## src/rtl/pri_enc_always_reg.sv

```systemverilog
// pri_enc_always_reg: registered priority encoder with valid flag; define PRI_ENC_ONEHOT_EN to add one-hot grant G.
module pri_enc_always_reg #(
  parameter int WIDTH = 4,
  parameter int AW = $clog2(WIDTH),
  parameter bit MSB_FIRST = 1
) (
  input  logic             clk,
  input  logic             rst,
  input  logic             en,
  input  logic [WIDTH-1:0] Y,
  output logic [AW-1:0]    A,
  output logic             valid
`ifdef PRI_ENC_ONEHOT_EN
  ,
  output logic [WIDTH-1:0] G
`endif
);
  logic [AW-1:0] a_n;
  logic          v_n;
  always_comb begin
    a_n = '0;
    v_n = 1'b0;
    for (int i = 0; i < WIDTH; i++) begin
      int j;
      j = MSB_FIRST ? i : WIDTH - 1 - i;
      if (Y[j]) begin
        a_n = AW'(j);
        v_n = 1'b1;
      end
    end
  end
  always_ff @(posedge clk) begin
    if (rst) begin
      A     <= '0;
      valid <= 1'b0;
    end else if (en) begin
      A     <= a_n;
      valid <= v_n;
    end
  end
`ifdef PRI_ENC_ONEHOT_EN
  logic [WIDTH-1:0] g_n;
  always_comb g_n = v_n ? (WIDTH'(1) << a_n) : '0;
  always_ff @(posedge clk) begin
    if (rst) G <= '0;
    else if (en) G <= g_n;
  end
`endif
endmodule

```

## config.mk

```make
export PLATFORM = sky130hd
export DESIGN_NAME = pri_enc_always_reg
export DESIGN_NICKNAME = d
export VERILOG_FILES = /design/src/rtl/pri_enc_always_reg.sv
export SDC_FILE = /design/constraint.sdc
export NUM_CORES = 1
export LEC_CHECK = 0
export BUFFER_PORTS_ARGS = -buffer_cell sky130_fd_sc_hd__buf_2
export CORE_AREA = 2 2 39 41
export DETAILED_ROUTE_END_ITERATION = 16
export DIE_AREA = 0 0 41 43
export PLACE_DENSITY = 0.3
export SETUP_SLACK_MARGIN = 0.15
export SYNTH_ARGS = -nofsm -noshare
export SYNTH_HDL_FRONTEND = slang
export SYNTH_SLANG_ARGS = --single-unit
```

## constraint.sdc

```tcl
create_clock -name clk -period 1 [get_ports clk]
set_clock_uncertainty 0.05 [all_clocks]
set_input_delay 0 -clock clk [delete_from_list [all_inputs] [get_ports clk]]
set_output_delay 0 -clock clk [all_outputs]
set_load 0.01 [all_outputs]
```

==> results of run 1 <==
tightest hold or removal path, cell delays in order:
cell and delay [ns]:
buf_2 0.10, nand2b_1 0.07, a311oi_1 0.08
timing repair:
item	in CTS	in global routing
endpoints found under the setup margin	0	3
resized for setup	0	3
hold endpoints to repair	3	0
hold buffers	3	0
layout make-up:
type,instances,share of cell area (%)
Timing Repair Buffer,12,31.5
Sequential cell,3,24.4
Multi-Input combinational cell,9,23.9
Clock buffer,4,10.7
Tap cell,16,8.12
Inverter,1,1.52
worst paths after layout:
check | start | endpoint | slack (ns) | cells past startpoint
worst max register to register | A[0]$_SDFFE_PP0P_ | A[0]$_SDFFE_PP0P_ | 0.28 | 2
worst min register to register | A[0]$_SDFFE_PP0P_ | A[0]$_SDFFE_PP0P_ | 0.44 | 2
worst min-delay path | Y[1] | A[0]$_SDFFE_PP0P_ | 0.02 | 3
worst max-delay path | Y[3] | valid$_SDFFE_PP0P_ | 0.18 | 4
sequential cells by signal (all words and copies together) (netlist names):
signal,count
A,2
valid,1
layer usage:
layer,vias up,wire (um),track usage (%)
met2,16,95,3.44
li1,77,-,-
met1,59,165,6.71
met5,-,0,0
met4,0,10,6.00
met3,2,75,3.14
through the flow:
stage          worst slack, ns  area (um^2)  cells
2_1_floorplan            0.256          114     13
3_3_place_gp             0.274          179     38
3_5_place_dp             0.287          179     38
4_1_cts                  0.168          235     45
5_1_grt                  0.138          246     45
6_report                 0.178          246     45
power groups by stage:
stage	Combinational [mW]	Sequential (mW)	Clock, mW
finish	0.0599	0.134	0.211
global route	0.0657	0.134	0.230
CTS	0.0545	0.134	0.220
detailed placement	0.0451	0.136	0
global placement	0.0453	0.135	0
floorplan	0.0131	0.140	0
synth_stat cells, drive strengths merged:
library cell	number	share of area, %
inv	1	3.3
a311oi	2	15
nor2	5	16
a211oi	1	6.6
dfxtp	3	53
nand2b	1	5.5
cells by family after synthesis:
group | after synthesis | synth area share (%)
compound gates | 3 | 22.0
buf+inv | 1 | 3.29
flops | 3 | 52.7
simple gates | 6 | 22.0
==> run summary, run 1 <==
clock network power share - 52.1%
Yosys warning total - 0
CP endpoint kind - register
Syn Nets - 20
Reg area - 60.1 um^2
final period utilization - 82.2%
WP buf/inv - 2
# IOs - 10
Total GRT Usage - 4.71%
Comb pwr share - 14.8%
nets@finish - 37
Power, Total - 404 uW
Syn Area/Cell - 8.76 um^2
Post-Synthesis Cell Area - 114 um^2
Buffers on Ports - 9
Max-Cap Viols - 0
routed length per instance - 7.71 um
DRT iter0 DRCs - 4
synthesized instance count - 13
Pwr Density - 1640 mW/mm^2
area of the multi-input gates - 58.8 um^2
Post-CTS Repair Setup Buffers - 0
sw frac - 23.0%
clk buf depth - 2
clk slew on worst S/H paths - 0.04 ns
most common cell after layout, fill and taps aside - buf_2
root buf cell - clkbuf_4
register bit total from synthesis - 3
antenna cells - 0
Final ANT Viol Nets - 0
crit path time final - 0.822 ns
Startpoint Class - primary input
Die W - 41 um
required time worst endpoint - 1.05 ns
critical path class - primary input to register
starting density of the core - 8.23%
most frequent cells in the layout - buf_2, nor2_1, dfxtp_1, clkbuf_4, dlygate4sd3_1
Area Overhead vs Synth - 116%
grt total ovfl - 0
Vias/cell - 3.42
Peak VDD IR - 0.295 mV
vias in the first global route - 118
Fill cells - 157
fin. max-slew vios - 0
Num CTS Buffers - 3
Worst path slowest cell - dlygate4sd3_1
CP Data Arrival Time - 0.87 ns
RSZ-0062 raised after global routing - true
Final Setup Violations - 0
Clock Latency Late Sink - 0.23 ns
Hold WS - 0.0198 ns
layout cells sized above 1 - 48.3%
sequential share of power - 33.1%
largest net degree at the start of global routing - 5
routability cong. - 0.468
Peak Freq - 1.22 GHz
Hold Path Class - primary input to register
DRT Pass-1 Iters - 4
die area - 0.00176 mm^2
Pint - 311 uW
first-pass GRT wire length - 483 um
delay of the slowest critical-path stage - 0.53 ns
CTS tree - built
delay-heaviest family, CP - buffers and inverters
antenna violations before repair - 0
WL final - 347 um
Final Hold Vio Count - 0
Slew HR - 87.4%
via count - 154
Vert. Die Dim - 43 um
CP max FO - 2
P_sw - 92.9 uW
P_leak - 0.121 nW
core area - 0.00138 mm^2
H-tree Lvls - 1
outcome - finished, final reports clean
setup TNS - 0 ns
Netlist cell types - 6
worst-margin pin slew - 0.188 ns
DRC viols - 0
crit path cell chain - dlygate4sd3_1, buf_2, nor2_2, a311oi_2
sequential fraction of the synthesis area - 52.7%
Util after Layout - 17.8%
TritonCTS Sinks - 3
num rows - 14
No activity file was read; power rests on OpenSTA's default activity.
==> inputs of run 2 (changes only) <==
- clock period: 1 -> 0.82 ns (I/O delays scaled with it)
==> run 2 against run 1 <==
Net effect: the flow now finishes with violations (hold timing); largest power group unchanged; routed wire length fell by 7.5%; clock-buffer cell count is the same; power is 24% higher; register-to-register slack worse by 0.20 ns.
==> run summary, run 2 (synthesis results as in run 1) <==
outcome - finished, violations left
failing checks - hold timing
Peak VDD IR - 0.653 mV (+120%)
H-tree Lvls - 1 (unchanged)
Total GRT Usage - 5.32% (+0.61 points)
grt total ovfl - 0 (unchanged)
largest net degree at the start of global routing - 7 (+2)
Routed met2 length - 77 um (-19%)
clk slew on worst S/H paths - 0.04 ns (about the same)
Worst R2R Start - valid$_SDFFE_PP0P_
worst reg2reg path depth - 2 (unchanged)
DRT Pass-1 Iters - 4 (unchanged)
delay-heaviest family, CP - flip-flops
Final Hold Vio Count - 3 (+3)
Max-Cap Viols - 0 (unchanged)
first-pass GRT wire length - 517 um (+7.0%)
crit path time final - 0.742 ns
P_leak - 0.103 nW (-15%)
via count - 136 (-12%)
antenna violations before repair - 0 (unchanged)
num rows - 14 (unchanged)
Power, Total - 502 uW (+24%)
Hold Path Class - primary input to register
WP buf/inv - 0 (-2)
largest registers - A x2, valid x1
Pwr Density - 2200 mW/mm^2 (+34%)
antenna cells - 0 (unchanged)
Die W - 41 um (unchanged)
core area - 0.00138 mm^2 (unchanged)
Final Setup Violations - 0 (unchanged)
DRT iter0 DRCs - 7 (+3)
worst-margin pin slew - 0.226 ns (+0.0379 ns)
met1 wire length - 195 um (+18%)
# IOs - 10 (unchanged)
Clock Latency Late Sink - 0.24 ns (about the same)
CP Data Arrival Time - 0.83 ns (-0.04 ns)
Max Used Layer - met3
Vias/cell - 3.24 (-5.4%)
routed length per instance - 7.64 um (-0.89%)
clk buf depth - 2 (unchanged)
nets@finish - 34 (-8.1%)
DRC viols - 0 (unchanged)
critical path class - register to register
Biggest register - A
vias in the first global route - 119 (+0.85%)
Final ANT Viol Nets - 0 (unchanged)
max reg flops - 2 (unchanged)
Hold EP - A[0]$_SDFFE_PP0P_
WL final - 321 um (-7.5%)
CP endpoint kind - register
routability cong. - 0.560 (+20%)
Peak Freq - 1.35 GHz
met3 WL - 48 um (-36%)
Slew HR - 84.8% (-2.5 points)
Worst path slowest cell - dfxtp_2
RSZ-0062 raised after global routing - true
fin. max-slew vios - 0 (unchanged)
Area Overhead vs Synth - 100%
Hold WS - -0.0985 ns (-0.118 ns)
Hold Path Origin - rst
R2R Path End - valid$_SDFFE_PP0P_
delay of the slowest critical-path stage - 0.34 ns (-0.19 ns)
TritonCTS Sinks - 3 (unchanged)
most common cell after layout, fill and taps aside - buf_2
Vert. Die Dim - 43 um (unchanged)
most frequent cells in the layout - buf_2, nor2_1, dfxtp_2, clkbuf_4, buf_6
die area - 0.00176 mm^2 (unchanged)
root buf cell - clkbuf_4
final period utilization - 90.5%
Startpoint Class - register
setup TNS - 0 ns (unchanged)
Hold Path Cell Cnt - 2 (-1)
Buffers on Ports - 9 (unchanged)
required time worst endpoint - 0.90 ns (-0.15 ns)
layout cells sized above 1 - 57.7% (+9.4 points)
Num CTS Buffers - 3 (unchanged)
CTS tree - built
flop-to-flop setup slack - 0.08 ns (-0.20 ns)
CP max FO - 2 (unchanged)
starting density of the core - 8.23% (unchanged)
crit path cell chain - nor2_1, a311oi_1
==> run 2: power breakdown <==
group,total (mW),leakage [nW],switching (mW),internal [mW]
Combinational,0.0665,0.0621,0.0276,0.0390
Sequential,0.169,0.0258,0.00837,0.160
Clock,0.267,0.0150,0.0837,0.183
Total,0.502,0.103,0.120,0.382
==> run 2: what timing repair did <==
| item | in CTS | in global routing |
|---|---|---|
| gates resized for setup | 3 | 0 |
| setup buffers | 0 | 0 |
| hold endpoints to repair | 3 | 3 |
| setup endpoints to repair | 5 | 6 |
==> run 2: how the worst max path moves through the flow <==
stage,from,to,slack [ns],depth (start not counted)
detailed placement,valid$_SDFFE_PP0P_,valid$_SDFFE_PP0P_,0.12,2
global route,valid$_SDFFE_PP0P_,valid$_SDFFE_PP0P_,0.06,2
finish,valid$_SDFFE_PP0P_,valid$_SDFFE_PP0P_,0.08,2
global placement,valid$_SDFFE_PP0P_,valid$_SDFFE_PP0P_,0.14,2
floorplan,A[0]$_SDFFE_PP0P_,A[0]$_SDFFE_PP0P_,0.14,2
CTS,valid$_SDFFE_PP0P_,valid,0.09,1
==> run 2: metrics by stage <==
step	cells	area [um^2]	util, %	setup WS, ns
after floorplan	13	118	-	0.145
after global placement	38	183	13.2	0.138
after detailed placement	38	183	13.2	0.115
after CTS	42	228	16.5	0.0873
after global routing	42	228	16.5	0.0622
final	42	228	16.5	0.0775
==> run 2: cell type report <==
class / instances / area (um^2)
Timing Repair Buffer: 9 / 63.8
Multi-Input combinational cell: 9 / 50.0
Inverter: 1 / 3.75
Tap cell: 16 / 20.0
Fill cell: 154 / 1160
Clock buffer: 4 / 26.3
Sequential cell: 3 / 63.8
==> run 2: routing by layer <==
layer	track usage (%)	up-vias
li1	-	72
met1	6.73	54
met4	4.00	0
met3	7.85	0
met5	0	-
met2	3.44	10
==> run 2: worst reg2reg max path: cells and delay by family, from the launching register on <==
family	cells	cell delay [ns]
and+or+nand+nor	1	0.04
AOI/OAI and AO/OA	1	0.21
DFF	1	0.34
==> inputs of run 3 (changes only) <==
- PLACE_DENSITY: 0.3 -> 0.38
==> run 3 against run 2 <==
Net effect: the flow still finishes with violations (hold timing); via count fell by 0.74%; fmax grew 3.9%; core utilization rose by 0.54 points; flip-flop and latch count unchanged; critical endpoint is now valid.
==> run summary, run 3 (synthesis results as in run 1) <==
Total GRT Usage - 4.91% (-0.40 points)
crit path cell chain - buf_6
largest net degree at the start of global routing - 7 (unchanged)
Buffers on Ports - 9 (unchanged)
Area Overhead vs Synth - 107%
num rows - 14 (unchanged)
Power, Total - 499 uW (-0.63%)
Max-Cap Viols - 0 (unchanged)
CTS tree - built
Hold WS - -0.0787 ns (+0.0198 ns)
TritonCTS Sinks - 3 (unchanged)
Final Hold Vio Count - 3 (unchanged)
Final Setup Violations - 0 (unchanged)
DRT iter0 DRCs - 5 (-2)
die area - 0.00176 mm^2 (unchanged)
Peak VDD IR - 0.575 mV (-12%)
Vias/cell - 3.21 (-0.74%)
largest registers - A x2, valid x1
Vert. Die Dim - 43 um (unchanged)
WP buf/inv - 1 (+1)
Peak Freq - 1.40 GHz (+3.9%)
grt total ovfl - 0 (unchanged)
P_leak - 0.104 nW (+1.1%)
Final ANT Viol Nets - 0 (unchanged)
vias in the first global route - 115 (-3.4%)
Worst path slowest cell - dfxtp_2
final period utilization - 87.2% (-3.4 points)
most common cell after layout, fill and taps aside - buf_2
failing checks - hold timing
nets@finish - 34 (unchanged)
fin. max-slew vios - 0 (unchanged)
DRC viols - 0 (unchanged)
Slew HR - 86.9% (+2.1 points)
Num CTS Buffers - 3 (unchanged)
CP endpoint kind - output pin
starting density of the core - 8.23% (unchanged)
setup TNS - 0 ns (unchanged)
DRT Pass-1 Iters - 3 (-1)
antenna cells - 0 (unchanged)
RSZ-0062 raised after global routing - true
clk buf depth - 2 (unchanged)
most frequent cells in the layout - buf_2, nor2_1, dfxtp_2, clkbuf_4, buf_6
delay-heaviest family, CP - flip-flops
Post-CTS Repair Setup Buffers - 0 (unchanged)
Die W - 41 um (unchanged)
max reg flops - 2 (unchanged)
Pwr Density - 2120 mW/mm^2 (-3.8%)
routed length per instance - 7.62 um (-0.31%)
via count - 135 (-0.74%)
CP Data Arrival Time - 0.66 ns (-0.17 ns)
outcome - finished, violations left
Startpoint Class - register
H-tree Lvls - 1 (unchanged)
layout cells sized above 1 - 65.4% (+7.7 points)
crit path time final - 0.715 ns (-0.0279 ns)
root buf cell - clkbuf_4
clk slew on worst S/H paths - 0.04 ns (about the same)
core area - 0.00138 mm^2 (unchanged)
routability cong. - 0.585 (+4.5%)
Biggest register - A
worst-margin pin slew - 0.195 ns (-0.0309 ns)
delay of the slowest critical-path stage - 0.32 ns (-0.02 ns)
required time worst endpoint - 0.77 ns (-0.13 ns)
antenna violations before repair - 0 (unchanged)
# IOs - 10 (unchanged)
CP max FO - 2 (unchanged)
critical path class - register to output pin
first-pass GRT wire length - 469 um (-9.3%)
Clock Latency Late Sink - 0.23 ns (about the same)
Hold Path Class - primary input to register
Util after Layout - 17.0% (+0.54 points)
WL final - 320 um (-0.31%)
run 3: cell counts in the layout (fill, tap and decap cells not counted):
No cell type changed its count.
run 3: layout make-up:
type,instances,area [um^2]
sequential,3,63.8
inverter,1,3.75
tap,16,20.0
clock buffer,4,26.3
fill,154,1150
multi-input combinational,9,57.6
timing repair buffer,9,63.8
run 3: worst paths after layout:
path / startpoint / endpoint / slack [ns] / depth (start not counted)
min: rst / A[1]$_SDFFE_PP0P_ / -0.08 / 2
min reg2reg: A[0]$_SDFFE_PP0P_ / A[0]$_SDFFE_PP0P_ / 0.43 / 2
max reg2reg: A[0]$_SDFFE_PP0P_ / A[0]$_SDFFE_PP0P_ / 0.12 / 2
max: valid$_SDFFE_PP0P_ / valid / 0.11 / 1
run 3: per-layer routing:
| layer | vias up | track usage, % | part of all wire [%] |
|---|---|---|---|
| met5 | - | 0 | 0 |
| met4 | 0 | 6.00 | 1.9 |
| met3 | 2 | 6.28 | 15 |
| met2 | 10 | 2.81 | 23 |
| met1 | 50 | 6.09 | 61 |
| li1 | 73 | - | - |
run 3: per-stage QoR:
step / instance area, um^2 / std cells / worst slack, ns
after floorplan: 118 / 13 / 0.145
after global placement: 183 / 38 / 0.145
after detailed placement: 183 / 38 / 0.146
after CTS: 228 / 42 / 0.0913
after global routing: 235 / 42 / 0.0789
final: 235 / 42 / 0.105
run 3: timing repair:
item                       4_1_cts  5_1_grt
hold endpoints to repair         3        3
resized for setup                3        2
setup endpoints to repair        5        6
pin swaps                        0        0
run 3: report_power, final:
group | switching, mW | internal (mW) | leakage [nW]
clock | 0.0764 | 0.182 | 0.0150
combinational | 0.0301 | 0.0408 | 0.0632
sequential | 0.00846 | 0.160 | 0.0258
total | 0.115 | 0.384 | 0.104
